### config.mk
export PLATFORM = sky130hd
export DESIGN_NAME = bb_result_uart
export DESIGN_NICKNAME = d
export VERILOG_FILES = /design/src/rtl/bb_pkg.sv /design/src/rtl/uart_tx_byte.sv /design/src/rtl/bb_result_uart.sv
export SDC_FILE = /design/constraint.sdc
export NUM_CORES = 1
export LEC_CHECK = 0
export ABC_AREA = 1
export CORE_UTILIZATION = 45
export CTS_CLUSTER_DIAMETER = 200
export DETAILED_ROUTE_END_ITERATION = 8
export PLACE_DENSITY = 0.66
export SLEW_MARGIN = 15
export SYNTH_ARGS = -nofsm -noshare
export SYNTH_HDL_FRONTEND = slang
export SYNTH_SLANG_ARGS = --single-unit
### constraint.sdc
create_clock -name CLK_66MHZ -period 4.2 [get_ports CLK_66MHZ]
set_input_delay 1.05 -clock CLK_66MHZ [delete_from_list [all_inputs] [get_ports CLK_66MHZ]]
set_output_delay 1.05 -clock CLK_66MHZ [all_outputs]
set_load 0.02 [all_outputs]
### src/rtl/bb_pkg.sv
// Shared types and constants for the halt-result UART reporter.
// Holds the FSM state enum, ASCII constants and a nibble-to-hex helper.
package bb_pkg;

    typedef enum logic [1:0] {
        IDLE,
        COUNT,
        SEND,
        DONE
    } state_e;

    localparam logic [7:0] ASC_0  = 8'h30;
    localparam logic [7:0] ASC_X  = 8'h78;
    localparam logic [7:0] ASC_A  = 8'h41;
    localparam logic [7:0] ASC_CR = 8'h0D;
    localparam logic [7:0] ASC_LF = 8'h0A;

    function automatic logic [7:0] hex_ascii(input logic [3:0] nib);
        if (nib < 4'd10) begin
            return ASC_0 + {4'd0, nib};
        end
        return ASC_A + {4'd0, nib} - 8'd10;
    endfunction

endpackage

### src/rtl/uart_tx_byte.sv
// 8N1 byte serializer with valid/ready handshake; DIV clocks per bit.
// Ports: clk, reset, valid, data[7:0] in; ready, last, tx out.
module uart_tx_byte #(
    parameter int DIV = 572
) (
    input  logic       clk,
    input  logic       reset,
    input  logic       valid,
    input  logic [7:0] data,
    output logic       ready,
    output logic       last,
    output logic       tx
);

    localparam int CW = (DIV > 1) ? $clog2(DIV) : 1;
    localparam logic [CW-1:0] CNT_MAX = CW'(DIV - 1);

    logic          active_q, active_d;
    logic [CW-1:0] cnt_q, cnt_d;
    logic [3:0]    bit_q, bit_d;
    logic [9:0]    frame_q, frame_d;
    logic          bit_end;

    assign bit_end = active_q && (cnt_q == CNT_MAX);
    // final cycle of the stop bit
    assign last    = bit_end && (bit_q == 4'd9);
    // accepting during the last stop-bit cycle keeps frames back-to-back
    assign ready   = !active_q || last;
    // ones shift in behind the frame, so the line idles high
    assign tx      = frame_q[0];

    always_comb begin
        active_d = active_q;
        cnt_d    = cnt_q;
        bit_d    = bit_q;
        frame_d  = frame_q;
        if (active_q) begin
            if (bit_end) begin
                cnt_d   = '0;
                bit_d   = bit_q + 4'd1;
                frame_d = {1'b1, frame_q[9:1]};
                if (last) begin
                    active_d = 1'b0;
                end
            end else begin
                cnt_d = cnt_q + CW'(1);
            end
        end
        if (valid && ready) begin
            active_d = 1'b1;
            cnt_d    = '0;
            bit_d    = 4'd0;
            frame_d  = {1'b1, data, 1'b0};
        end
    end

    always_ff @(posedge clk) begin
        if (reset) begin
            active_q <= 1'b0;
            cnt_q    <= '0;
            bit_q    <= 4'd0;
            frame_q  <= '1;
        end else begin
            active_q <= active_d;
            cnt_q    <= cnt_d;
            bit_q    <= bit_d;
            frame_q  <= frame_d;
        end
    end

endmodule

### src/rtl/bb_result_uart.sv
// Counts Turing-machine steps and reports the count over UART on halt.
// Ports: CLK_66MHZ, reset, run, halt in; tx, busy, count, overflow out.
module bb_result_uart #(
    parameter int CLK_HZ = 66000000,
    parameter int BAUD   = 115200,
    parameter int CNT_W  = 36
) (
    input  logic             CLK_66MHZ,
    input  logic             reset,
    input  logic             run,
    input  logic             halt,
    output logic             tx,
    output logic             busy,
    output logic [CNT_W-1:0] count,
    output logic             overflow
);

    import bb_pkg::*;

    localparam int DIV = CLK_HZ / BAUD;
    localparam int NH  = CNT_W / 4;
    localparam int NB  = NH + 4;
    localparam int IW  = $clog2(NB + 1);
    localparam logic [CNT_W-1:0] ONES = {CNT_W{1'b1}};

    state_e           state_q, state_d;
    logic [CNT_W-1:0] count_q, count_d;
    logic [CNT_W-1:0] snap_q, snap_d;
    logic             ovf_q, ovf_d;
    logic             halt_q, halt_d;
    logic [IW-1:0]    idx_q, idx_d;

    logic       step;
    logic       halt_rise;
    logic       tx_valid;
    logic       tx_ready;
    logic       tx_last;
    logic [7:0] tx_byte;
    logic [3:0] nib;

    assign step      = run && !halt;
    assign halt_rise = halt && !halt_q;
    assign tx_valid  = (state_q == SEND) && (idx_q < IW'(NB));
    assign busy      = (state_q == SEND);
    assign count     = count_q;
    assign overflow  = ovf_q;

    // message byte for the current index: "0x", hex digits, CR, LF
    always_comb begin
        nib = 4'd0;
        for (int i = 0; i < NH; i++) begin
            if (idx_q == IW'(i + 2)) begin
                nib = snap_q[4*(NH-1-i) +: 4];
            end
        end
        tx_byte = hex_ascii(nib);
        if (idx_q == IW'(0)) begin
            tx_byte = ASC_0;
        end else if (idx_q == IW'(1)) begin
            tx_byte = ASC_X;
        end else if (idx_q == IW'(NB - 2)) begin
            tx_byte = ASC_CR;
        end else if (idx_q == IW'(NB - 1)) begin
            tx_byte = ASC_LF;
        end
    end

    always_comb begin
        state_d = state_q;
        count_d = count_q;
        snap_d  = snap_q;
        ovf_d   = ovf_q;
        idx_d   = idx_q;
        halt_d  = halt;
        unique case (state_q)
            IDLE, COUNT: begin
                // a halt edge wins over a step in the same cycle
                if (halt_rise) begin
                    snap_d  = count_q;
                    idx_d   = '0;
                    state_d = SEND;
                end else if (step) begin
                    state_d = COUNT;
                    if (count_q != ONES) begin
                        count_d = count_q + CNT_W'(1);
                    end
                    if (count_d == ONES) begin
                        ovf_d = 1'b1;
                    end
                end
            end
            SEND: begin
                if (tx_valid && tx_ready) begin
                    idx_d = idx_q + IW'(1);
                end
                if (tx_last && (idx_q == IW'(NB))) begin
                    state_d = DONE;
                end
            end
            DONE: begin
                if (!halt) begin
                    state_d = IDLE;
                    count_d = '0;
                end
            end
            default: state_d = IDLE;
        endcase
    end

    always_ff @(posedge CLK_66MHZ) begin
        if (reset) begin
            state_q <= IDLE;
            count_q <= '0;
            snap_q  <= '0;
            ovf_q   <= 1'b0;
            halt_q  <= 1'b0;
            idx_q   <= '0;
        end else begin
            state_q <= state_d;
            count_q <= count_d;
            snap_q  <= snap_d;
            ovf_q   <= ovf_d;
            halt_q  <= halt_d;
            idx_q   <= idx_d;
        end
    end

    uart_tx_byte #(
        .DIV(DIV)
    ) u_tx (
        .clk  (CLK_66MHZ),
        .reset(reset),
        .valid(tx_valid),
        .data (tx_byte),
        .ready(tx_ready),
        .last (tx_last),
        .tx   (tx)
    );

endmodule

* Word-level counts from Yosys, hierarchy flattened
Cells that the tools add are included.
** Storage, ports and cells
- Flip-flop bits (word level) :: 104
- Input port bits :: 4
- Output and inout bits :: 39
- Logic and storage cells :: 113
** Cells by class
- Muxes and demuxes :: 40
- Reductions and logical operators :: 26
- Bitwise operators :: 1
- Equal/unequal tests :: 27
- $lt $le $gt $ge :: 2
- $add $sub $neg :: 7
** Operator list (count)
- $mux W36 :: 7
- $pmux W36 S2 :: 1
- $mux W8 :: 6
- $mux W4 :: 11
- $add A36 B1 Y36 const B :: 1
- $eq A36 B36 Y1 const B :: 1
- $ne A36 B36 Y1 const B :: 1
- $eq A4 B4 Y1 const B :: 7
- $mux W9 :: 3
- $eq A4 B3 Y1 const B :: 4
- $add A10 B1 Y10 const B :: 1
- $eq A10 B10 Y1 const B :: 1
- $mux W10 :: 1
- $add A4 B1 Y4 const B :: 2
- $add A7 B4 Y8 const A :: 1
- $eq A4 B2 Y1 const B :: 2
- $lt A4 B4 Y1 const B :: 2
- $mux W2 :: 4
- $ne A2 B2 Y1 const B :: 4
- $pmux W4 S2 :: 1
- $reduce_and A4 Y1 :: 2
- $reduce_bool A2 Y1 :: 4
- $sub A8 B4 Y8 const B :: 1
- $add A6 B4 Y7 const A :: 1
- 16 further kinds :: 34

* Logic depth before layout (Yosys ltp)
- Depth in word-level cells :: 18
- Gate-level depth with buffers :: 20
- Gate-level depth less buffers :: 20

* Cells and area by module
A second synthesis with hierarchy kept.
** Second synthesis, totals
- Cell total of the unflattened synthesis :: 992
- Area, all modules :: 6177.2 um2
** Modules (own cells, without submodules)
- bb_result_uart :: cells an instance 809, instances 1, area each 4913.5 um2
- uart_tx_byte :: cells an instance 183, instances 1, area each 1263.7 um2

* Least setup slack after synthesis
No wires, ideal clock.
- Path kind :: input -> register
- Start :: input halt
- End :: register snap_q[31]
- Slack :: 1.793 ns
- Cell stages on the path :: 9
- Library setup time :: 0.116 ns
- Buffers on the path :: 3
- Arrival :: 2.291 ns
- Cells stage by stage :: inv_1 or2_2 nor2_1 clkbuf_1 inv_1 clkbuf_1 clkbuf_1 nor2_1 nor2_1
** On the way
- Cells in the longest elaborated chain, start to end :: 2
** RTL lines
- from (decl) :: line bb_result_uart.sv:11 : input logic halt,
- $logic_and A1 B1 Y1 :: line bb_result_uart.sv:42 : assign halt_rise = halt && !halt_q;
- $reduce_and A2 Y1 (no line)
- to (signal assigned) :: line bb_result_uart.sv:121 : snap_q <= snap_d;
- to (decl) :: line bb_result_uart.sv:28 : logic [CNT_W-1:0] snap_q, snap_d;
No other way between the ends.
A chain may end at the register's enable or synchronous reset.

* Final worst setup path
- Start :: register state_q[1]
- End :: output busy
** On the way
- Cells in the longest elaborated chain, start to end :: 1
** RTL lines
- from (decl) :: line bb_result_uart.sv:26 : state_e state_q, state_d;
- from (signal assigned) :: line bb_result_uart.sv:119 : state_q <= state_d;
- $eq A2 B2 Y1 :: line bb_result_uart.sv:44 : assign busy = (state_q == SEND);
- to (decl) :: line bb_result_uart.sv:13 : output logic busy,
No other way between the ends.

==> summary.txt <==
Outcome
  • Outcome: finished, final reports clean

Logic synthesis
  • Sequential-to-total area share from yosys stat: 0.348
  • Warnings, synthesis: 0
  • Syn_nets: 943
  • Cell area after synthesis: 5980 um^2
  • Post-synthesis cell count: 929
  • Flops & latches, synth: 104
  • Syn Area/Cell: 6.44 um^2
  • Asr flop ratio synth: 0
  • Ys flop type: dfxtp_1
  • Synth cell types: 45
  • Number of flops mapped to enable cells by yosys: 0

Global routing
  • First-pass GRT wire length: 26.4 mm
  • Global Route Usage Sum: 0.236
  • Number of antenna violations at the first check in global routing: 0
  • Vias in the first global route: 5424
  • Gr ovfl total: 0
  • Pin count of the biggest net entering global routing: 42

Placed design
  • Placed cell area: 6520 um^2
  • Cells after DPL: 1115
  • Routability cong.: 0.919
  • HPWL Detailed: 11.6 mm
  • Port Buf Inserts: 42

Clocking
  • H-tree depth: 3
  • CTS clock-pin slew for the worst setup and hold paths: 0.07 ns
  • Root buf cell: clkbuf_16
  • CTS Buf Count: 9
  • Num Clock Sinks: 104
  • # resized after CTS: 0
  • CTS tree: done
  • Hold Buf Count CTS: 0
  • Setup Buffers After CTS: 0
  • Clock Latency Late Sink: 0.36 ns
  • Max clock buf depth: 2

Power
  • Power Density: 337 nW/um^2
  • Leakage: 0.00260 uW
  • Worst VDD drop: 176 uV

Routing
  • Wire length per cell: 14.0 um
  • First DRT Iteration DRCs: 363
  • Post-Route WL: 15.8 mm
  • Vias/cell: 5.19
  • Remaining DRCs: 0
  • Via count: 5868
  • First-pass DRT Iterations: 5
  • Antenna-violating nets left: 0

Layout
  • Register area: 2080 um^2
  • Area delta synth->final: 14.8%
  • Layout Utilization: 0.538
  • Finished Layout Cells: 1131
  • Post-layout instance area: 6870 um^2
  • Diode count: 0
  • Multi-input gate area: 3350 um^2
  • Post-layout net count: 968
  • Fill count: 1292
  • Layout cells sized above 1: 0.0605

Setup path
  • Critical path startpoint category: register
  • Crit path DAT: 1.83 ns
  • Reg2reg path depth: 14
  • Slowest cell on the critical path: clkdlybuf4s50_1
  • Worst reg2reg path startpoint: count[1]$_SDFFE_PP0P_
  • Crit-path max cell delay: 0.68 ns
  • Crit end category: output port
  • Worst Path Buf+Inv: 2
  • Critical-path cell list: inv_1 > nor2_1 > clkdlybuf4s50_1
  • Required time worst endpoint: 3.15 ns
  • Setup CP Type: reg2out
  • Top delay family on crit path: buffers and inverters
  • Largest fanout on the critical path: 5
  • Setup slack, reg-to-reg: 1.35 ns
  • Critical path depth: 3
  • FF-to-FF End: overflow$_SDFFE_PP0P_

Die
  • Core area: 12800 um^2
  • Row count: 41
  • Die Height: 117 um
  • Initial core utilization: 0.468
  • Die width: 117 um
  • I/O Pins: 43
  • DIE AREA: 13800 um^2

Timing
  • Setup tns final: 0 ns
  • Max_slew headroom: 0.339
  • Peak Freq: 347 MHz
  • Final hold viol count: 0
  • Period utilisation layout: 0.687
  • Final Setup Violations: 0
  • RSZ-0062 raised after global routing: no
  • Worst slew pin tran: 0.990 ns
  • Max Slew Vio Count: 0
  • Final min period: 2.88 ns
  • Skew final: 0.00597 ns

Min path
  • Hold path cells: 2
  • Hold path startpoint: snap_q[21]$_SDFFE_PP0P_
  • Hold Path End: snap_q[21]$_SDFFE_PP0P_
  • Worst Hold Class: reg2reg

Job
  • Max-cap viol count: 0
## per-layer routing
layer,global-route usage,vias up,part of all wire
li1,-,3036,-
met1,0.295,2649,0.46
met2,0.383,142,0.46
met3,0.0511,41,0.047
met4,0.118,0,0.037
met5,0,-,0
## cell families (layout without fill, tap and decap cells)
group,Yosys count,after routing,share of synthesized area
xor gates and xnor gates,35,35,0.0512
AOI/OAI and AO/OA,152,152,0.135
adders and majority gates,10,10,0.0209
and+or+nand+nor,487,487,0.352
buffers and inverters,141,171,0.0928
DFF,104,104,0.348
## synthesized netlist by cell type, types with 3 or more instances
library cell / instances / area share
nor4_1: 3 / 0.0031
dfxtp_1: 104 / 0.35
or2_2: 3 / 0.0031
o21ai_1: 5 / 0.0042
nor3_1: 24 / 0.020
o21ai_0: 51 / 0.043
nand2_1: 259 / 0.16
clkbuf_1: 22 / 0.014
nand4_1: 25 / 0.026
nand3b_1: 3 / 0.0038
nand3_1: 39 / 0.033
inv_2: 4 / 0.0025
xor2_1: 26 / 0.038
nor2_4: 3 / 0.0056
nor2_2: 6 / 0.0063
nor2_1: 109 / 0.068
nand2_2: 4 / 0.0042
buf_2: 8 / 0.0067
inv_1: 99 / 0.062
ha_1: 10 / 0.021
xnor2_1: 9 / 0.013
a21oi_1: 83 / 0.069
## state kept, by name (all words and copies together) (netlist names)
signal,count
snap_q,36
count,36
halt_q,1
u_tx.bit_q,4
state_q,2
overflow,1
u_tx.cnt_q,10
idx_q,4
u_tx.active_q,1
u_tx.frame_q,9
## final cells by class
| cell class | instances | share of cell area |
|---|---|---|
| Inverter | 107 | 0.0590 |
| Tap cell | 172 | 0.0313 |
| Clock inverter | 7 | 0.0184 |
| Multi-Input combinational cell | 684 | 0.488 |
| Clock buffer | 9 | 0.0328 |
| Timing Repair Buffer | 48 | 0.0677 |
| Sequential cell | 104 | 0.303 |
## worst max path at each step
stage,startpoint,end,slack (ns)
finish,state_q[1]$_SDFFE_PP0P_,busy,1.32
global route,count[1]$_SDFFE_PP0P_,overflow$_SDFFE_PP0P_,1.11
CTS,state_q[1]$_SDFFE_PP0P_,busy,1.26
detailed placement,halt,snap_q[34]$_SDFFE_PP0P_,1.19
global placement,halt,snap_q[1]$_SDFFE_PP0P_,1.23
floorplan,halt,snap_q[31]$_SDFFE_PP0P_,1.79
## cell usage in the layout, fill, tap and decap left out, types with 25 or more instances in the layout
cell type	netlist	routed
a21oi_1	83	83
clkdlybuf4s50_1	0	42
dfxtp_1	104	104
inv_1	99	99
nand2_1	259	259
nand3_1	39	39
nand4_1	25	25
nor2_1	109	107
o21ai_0	51	51
xor2_1	26	26
## power by group
| part | internal [uW] | switching (uW) | leakage (uW) |
|---|---|---|---|
| clock network | 590 | 405 | 0.000168 |
| logic | 76.8 | 175 | 0.00159 |
| registers | 1040 | 28.4 | 0.000847 |
## worst min-delay path: stages, from the launching register on
cell,delay (ns)
dfxtp_1,0.30
inv_1,0.06
a21oi_1,0.05
## per-stage QoR
step	total power (uW)	hold slack, ns	worst slack [ns]
after floorplan	1280	0.425	1.79
final	2310	0.452	1.32
after global routing	2420	0.475	1.11
after CTS	2330	0.454	1.26
after global placement	1340	0.440	1.23
after detailed placement	1340	0.444	1.19
Power figures use the tool's default switching activity.
